--- src/rtl/lop_hazard_ctlr.sv ---
// Issue and hazard control for the shared long-op unit (int div/rem, FP div/sqrt):
// starts the unit from E, tracks its one pending destination, stalls D and arbitrates the W write port.
module lop_hazard_ctlr #(
    parameter int MAX_CYCLES = 64,
    parameter int CNT_W      = 7
) (
    input  logic       clk,
    input  logic       rst,
    input  logic [4:0] i_D_rs1_index,
    input  logic [4:0] i_D_rs2_index,
    input  logic [4:0] i_D_rs3_index,
    input  logic [2:0] i_D_ftype,
    input  logic [4:0] i_D_rd_index,
    input  logic       i_D_wb_en,
    input  logic       i_D_wb_en_f,
    input  logic       i_D_lop,
    input  logic       i_E_lop,
    input  logic [4:0] i_E_rd_index,
    input  logic       i_E_rd_f,
    input  logic       i_E_load,
    input  logic       i_E_load_f,
    input  logic       i_E_flush,
    input  logic       i_lop_done,
    input  logic       i_W_wb_en,
    input  logic       i_W_wb_en_f,
    output logic       o_lop_start,
    output logic       o_D_stall,
    output logic       o_freeze,
    output logic       o_W_bubble,
    output logic       o_lop_wb_grant,
    output logic [4:0] o_lop_wb_rd,
    output logic       o_lop_wb_f,
    output logic       o_lop_busy,
    output logic       o_lop_timeout,
    output logic [1:0] o_dbg_state
);

    typedef enum logic [1:0] {
        IDLE   = 2'd0,
        BUSY   = 2'd1,
        WB_ARB = 2'd2
    } state_t;

    state_t           state_q, state_d;
    logic [4:0]       pend_rd_q;
    logic             pend_f_q;
    logic             pend_v_q;
    logic [CNT_W-1:0] cnt_q;
    logic [CNT_W:0]   cnt_inc;
    logic             timeout_q;

    logic             start_ok;
    logic             w_port_busy;
    logic             pend_live;
    logic [2:0][4:0]  src;
    logic             raw_hit, waw_hit, struct_hit, lu_int_hit, lu_fp_hit;

    assign start_ok    = i_E_lop & ~i_E_flush;
    assign w_port_busy = i_W_wb_en | i_W_wb_en_f;
    assign cnt_inc     = {1'b0, cnt_q} + {{CNT_W{1'b0}}, 1'b1};
    assign src         = {i_D_rs3_index, i_D_rs2_index, i_D_rs1_index};

    always_comb begin
        state_d        = state_q;
        o_lop_start    = 1'b0;
        o_lop_wb_grant = 1'b0;
        o_freeze       = 1'b0;
        o_W_bubble     = 1'b0;
        case (state_q)
            IDLE: begin
                // The unit shares rst, so a start issued during reset would be lost.
                if (start_ok && !rst) begin
                    o_lop_start = 1'b1;
                    state_d     = BUSY;
                end
            end
            BUSY: begin
                if (i_lop_done) state_d = WB_ARB;
            end
            WB_ARB: begin
                if (!pend_v_q) begin
                    state_d = IDLE;
                end else if (w_port_busy) begin
                    o_freeze   = 1'b1;
                    o_W_bubble = 1'b1;
                end else begin
                    o_lop_wb_grant = 1'b1;
                    state_d        = IDLE;
                end
            end
            default: state_d = IDLE;
        endcase
    end

    always_ff @(posedge clk) begin
        if (rst) begin
            state_q   <= IDLE;
            pend_rd_q <= 5'd0;
            pend_f_q  <= 1'b0;
            pend_v_q  <= 1'b0;
            cnt_q     <= '0;
            timeout_q <= 1'b0;
        end else begin
            state_q <= state_d;
            if (o_lop_start) begin
                pend_rd_q <= i_E_rd_index;
                pend_f_q  <= i_E_rd_f;
                // An integer x0 target is never written, so nothing needs to wait on it.
                pend_v_q  <= i_E_rd_f | (i_E_rd_index != 5'd0);
                cnt_q     <= '0;
            end else if (state_q == BUSY) begin
                if (!cnt_inc[CNT_W]) cnt_q <= cnt_inc[CNT_W-1:0];
                if (cnt_inc >= (CNT_W+1)'(MAX_CYCLES)) timeout_q <= 1'b1;
            end
            if (o_lop_wb_grant) pend_v_q <= 1'b0;
        end
    end

    // In the grant cycle the result is forwarded, so the pending entry no longer blocks D.
    assign pend_live = pend_v_q & ~o_lop_wb_grant;

    always_comb begin
        raw_hit    = 1'b0;
        lu_int_hit = 1'b0;
        lu_fp_hit  = 1'b0;
        for (int n = 0; n < 3; n++) begin
            raw_hit    = raw_hit | (pend_live & (i_D_ftype[n] == pend_f_q) &
                         (src[n] == pend_rd_q) & (i_D_ftype[n] | (src[n] != 5'd0)));
            lu_int_hit = lu_int_hit | (~i_D_ftype[n] & (src[n] != 5'd0) &
                         (src[n] == i_E_rd_index));
            lu_fp_hit  = lu_fp_hit | (i_D_ftype[n] & (src[n] == i_E_rd_index));
        end
    end

    assign waw_hit    = pend_live & (i_D_rd_index == pend_rd_q) &
                        ((i_D_wb_en & ~pend_f_q & (pend_rd_q != 5'd0)) | (i_D_wb_en_f & pend_f_q));
    assign struct_hit = i_D_lop & (o_lop_busy | start_ok);

    assign o_D_stall  = raw_hit | waw_hit | struct_hit |
                        (i_E_load & ~i_E_flush & (i_E_rd_index != 5'd0) & lu_int_hit) |
                        (i_E_load_f & lu_fp_hit);

    assign o_lop_busy    = (state_q != IDLE);
    assign o_lop_timeout = timeout_q;
    assign o_lop_wb_rd   = o_lop_wb_grant ? pend_rd_q : 5'd0;
    assign o_lop_wb_f    = o_lop_wb_grant & pend_f_q;
    assign o_dbg_state   = state_q;

endmodule

--- config.mk ---
export PLATFORM = sky130hd
export DESIGN_NAME = lop_hazard_ctlr
export DESIGN_NICKNAME = d
export VERILOG_FILES = /design/src/rtl/lop_hazard_ctlr.sv
export SDC_FILE = /design/constraint.sdc
export NUM_CORES = 1
export LEC_CHECK = 0
export CAP_MARGIN = 20
export CORE_AREA = 3 3 65 67
export DETAILED_ROUTE_END_ITERATION = 7
export DIE_AREA = 0 0 68 70
export PLACE_DENSITY = 0.78
export SYNTH_ARGS = -nofsm -noshare
export SYNTH_HDL_FRONTEND = slang
export SYNTH_SLANG_ARGS = --single-unit
--- constraint.sdc ---
create_clock -name clk -period 2.1 [get_ports clk]
set_clock_uncertainty 0.05 [all_clocks]
set_input_delay 0.42 -clock clk [delete_from_list [all_inputs] [get_ports clk]]
set_output_delay 0.42 -clock clk [all_outputs]
set_load 0.01 [all_outputs]
==> results.py <==
metrics = {
    "yosys": {
        "yosysTopAreaCell": "dfxtp_1",
        "yosys.area_share.simple_pct": 30.6,
        "yosys.area_share.adder_pct": 0.882,
        "syn_area_sq_mm": 0.00142,
        "synth_top_area_share_pct": 24.0,
        "synth_nets": 224,
        "synth_top_family_by_area": "simple AND/OR/NAND/NOR gates",
        "ys_seq_area_share_pct": 24.0,
        "async_reset_ff_share_pct": 0,
        "synth_xor_area_share_pct": 24.7,
        "synth_most_common_cell": "xnor2_1",
        "postSynthCellCount": 182,
        "synth_edf_count": 0,
        "netlist_top_cells_count": "xnor2_1, nor2_1, dfxtp_1, xor2_1, nand2_1",
        "ys_warn_count": 0,
        "avgSynthCellArea_sq_um": 7.80,
        "synth.distinct_cells": 39,
        "synth_area_leaders": "dfxtp_1, xnor2_1, xor2_1",
        "synthFlopType": "dfxtp_1",
        "synth_compound_area_share_pct": 11.9,
        "synth_seq_cells": 17,
        "synth_mux_area_share_pct": 2.20,
    },
    "grt": {
        "grt_pass1_wl_um": 7420,
        "antenna_found_initial": 0,
        "grt_pass1_vias": 1648,
        "track_usage_pct": 19.9,
        "grt-ovfl-total": 0,
        "grt_max_degree": 17,
    },
    "detailed_routing": {
        "drt_iter0_drc": 36,
        "vias": 1641,
        "ant_nets": 0,
        "firstDrtPassIters": 4,
        "vias_per_cell": 5.03,
        "drc_errors": 0,
        "avgRoutedWirePerCell_um": 14.8,
        "finalWirelength_um": 4820,
    },
    "timing": {
        "setup_violations": 1,
        "slew-limit-headroom_pct": 64.2,
        "worst_slew_pin_slew_ns": 0.535,
        "max_freq_ghz": 0.411,
        "post-route-period-util_pct": 116,
        "setup_slack_ns": -0.331,
        "min_period_ns": 2.43,
        "slew_viol_final": 0,
        "rsz0062_at_grt": "yes",
        "finalHoldViolCount": 0,
    },
    "power": {
        "ir_worst_vdd_uv": 423,
        "power_density_mw_per_mm2": 369,
        "p_leak_nw": 1.05,
    },
    "worst_setup_path": {
        "ff2ff_setup_slack_ns": 0.40,
        "reg2reg_depth": 6,
        "critPathKind": "input pin to output port",
        "crit_start": "i_D_rs2_index[4]",
        "reg2reg_from": "o_dbg_state[0]$_SDFFE_PP0P_",
        "cp-end-kind": "output port",
        "r2r_end": "pend_v_q$_SDFFE_PP0P_",
        "worstSetupEndpoint": "o_D_stall",
        "startpoint_type": "input pin",
        "path_max_fanout": 2,
        "cp.required_ns": 1.63,
        "critPathArrivalTime_ns": 1.96,
    },
    "clock_tree": {
        "numClockSinks": 17,
        "insertion_delay_ns": 0.25,
        "clockRootBuffer": "clkbuf_8",
        "cts_buffer_depth": 2,
        "htreeDepth": 1,
        "cts_hold_buf": 0,
        "clkTransAtPathRegs_ns": 0.06,
        "cts_tree": "done",
        "cts_buffers": 3,
    },
    "status": {
        "status": "finished, violations left",
        "violations": "setup timing",
    },
    "place": {
        "gp_congestion": 0.889,
        "dp_hpwl_um": 3690,
        "port_buffers": 55,
        "placed_cell_area_sq_mm": 0.00233,
        "pre_cts_slack_ns": -1.05,
    },
    "floorplanning": {
        "start_util_pct": 38.5,
        "pin_count": 56,
        "chipHeight_um": 70,
        "die_area_sq_mm": 0.00476,
        "rows": 22,
        "die_w_um": 68,
        "fp.coreArea_sq_mm": 0.00369,
    },
    "min_path": {
        "hp-class": "register to register",
        "min_from": "o_lop_timeout$_SDFFE_PP0P_",
    },
    "layout": {
        "area_growth_pct": 77.1,
        "seqCellArea_sq_um": 342,
        "fin_nets": 321,
        "nFillCells": 288,
        "drive_gt1_share_pct": 33.1,
        "antennaDiodeCount": 0,
        "finalInstanceArea_sq_mm": 0.00251,
        "multiInputGateArea_sq_mm": 0.00115,
        "post-route-util_pct": 68.1,
    },
    "run": {
        "drv_cap": 0,
    },
}
-- worst max-delay path: stages --
cell	delay, ns
clkdlybuf4s15_2	0.21
or4_4	0.44
o21ai_4	0.16
a2111oi_4	0.08
o41ai_2	0.34
o2111ai_1	0.15
buf_2	0.16
-- what timing repair did --
action                                 CTS  global route
endpoints found under the hold margin    0             0
gates cloned                             0             0
gates resized for setup                 84            18
setup buffers                            2             0
pin swaps                               16            10
setup endpoints to repair               11             6
-- state kept, by name, summed over array words and instances (netlist names) --
name and flops:
cnt_q 7, o_lop_timeout 1, pend_v_q 1, pend_rd_q 5, o_dbg_state 2, pend_f_q 1
-- final cells by class --
cell class	count	area share, %
Tap cell	48	2.39
Clock inverter	1	0.199
Inverter	3	0.448
Timing Repair Buffer	103	36.0
Sequential cell	17	13.6
Clock buffer	3	1.64
Multi-Input combinational cell	151	45.8
-- power by group --
group	switching, W	internal [W]
clock network	0.000103	0.000131
logic	0.000154	0.000196
registers	0.00000991	0.000332
-- placed cells by master, fill, tap and decap left out, types with 8 or more instances in the layout --
master,synthesis,layout
buf_4,3,45
clkdlybuf4s50_1,0,25
xnor2_1,24,24
nor2_1,20,19
dfxtp_1,17,16
xor2_1,16,15
nand2_1,14,14
nand2b_1,8,8
buf_2,2,8
dlygate4sd2_1,0,8
-- worst min path at each step --
| stage | depth (start not counted) | slack (ns) | endpoint |
|---|---|---|---|
| finish | 2 | 0.42 | o_lop_timeout$_SDFFE_PP0P_ |
| global route | 2 | 0.46 | o_lop_timeout$_SDFFE_PP0P_ |
| CTS | 2 | 0.44 | o_lop_timeout$_SDFFE_PP0P_ |
| detailed placement | 2 | 0.41 | o_lop_timeout$_SDFFE_PP0P_ |
| global placement | 2 | 0.41 | o_lop_timeout$_SDFFE_PP0P_ |
| floorplan | 2 | 0.40 | cnt_q[6]$_SDFFE_PP0P_ |
-- through the flow --
stage / setup TNS [ns] / power, W / hold WS (ns) / cells
2_1_floorplan: -0.0388 / 0.000480 / 0.399 / 182
3_3_place_gp: -3.25 / 0.000665 / 0.409 / 320
3_5_place_dp: -3.35 / 0.000671 / 0.409 / 320
4_1_cts: -0.330 / 0.000912 / 0.435 / 326
5_1_grt: -0.437 / 0.000977 / 0.463 / 326
6_report: -0.331 / 0.000926 / 0.424 / 326
-- logic make-up (layout without fill, tap and decap cells) --
group / after synthesis / count (layout)
simple gates: 81 / 81
xor+xnor: 40 / 40
compound gates: 26 / 26
flops: 17 / 17
buf+inv: 14 / 110
mux: 3 / 3
fa+ha+maj: 1 / 1
-- metal layers --
metal  track usage, %  part of all wire (%)  wire length (um)
met4             7.28                   2.2               108
met3             2.57                   6.6               316
met2             34.3                    49              2360
met5                0                     0                 0
met1             24.6                    42              2040
No activity file was read; power rests on OpenSTA's default activity.
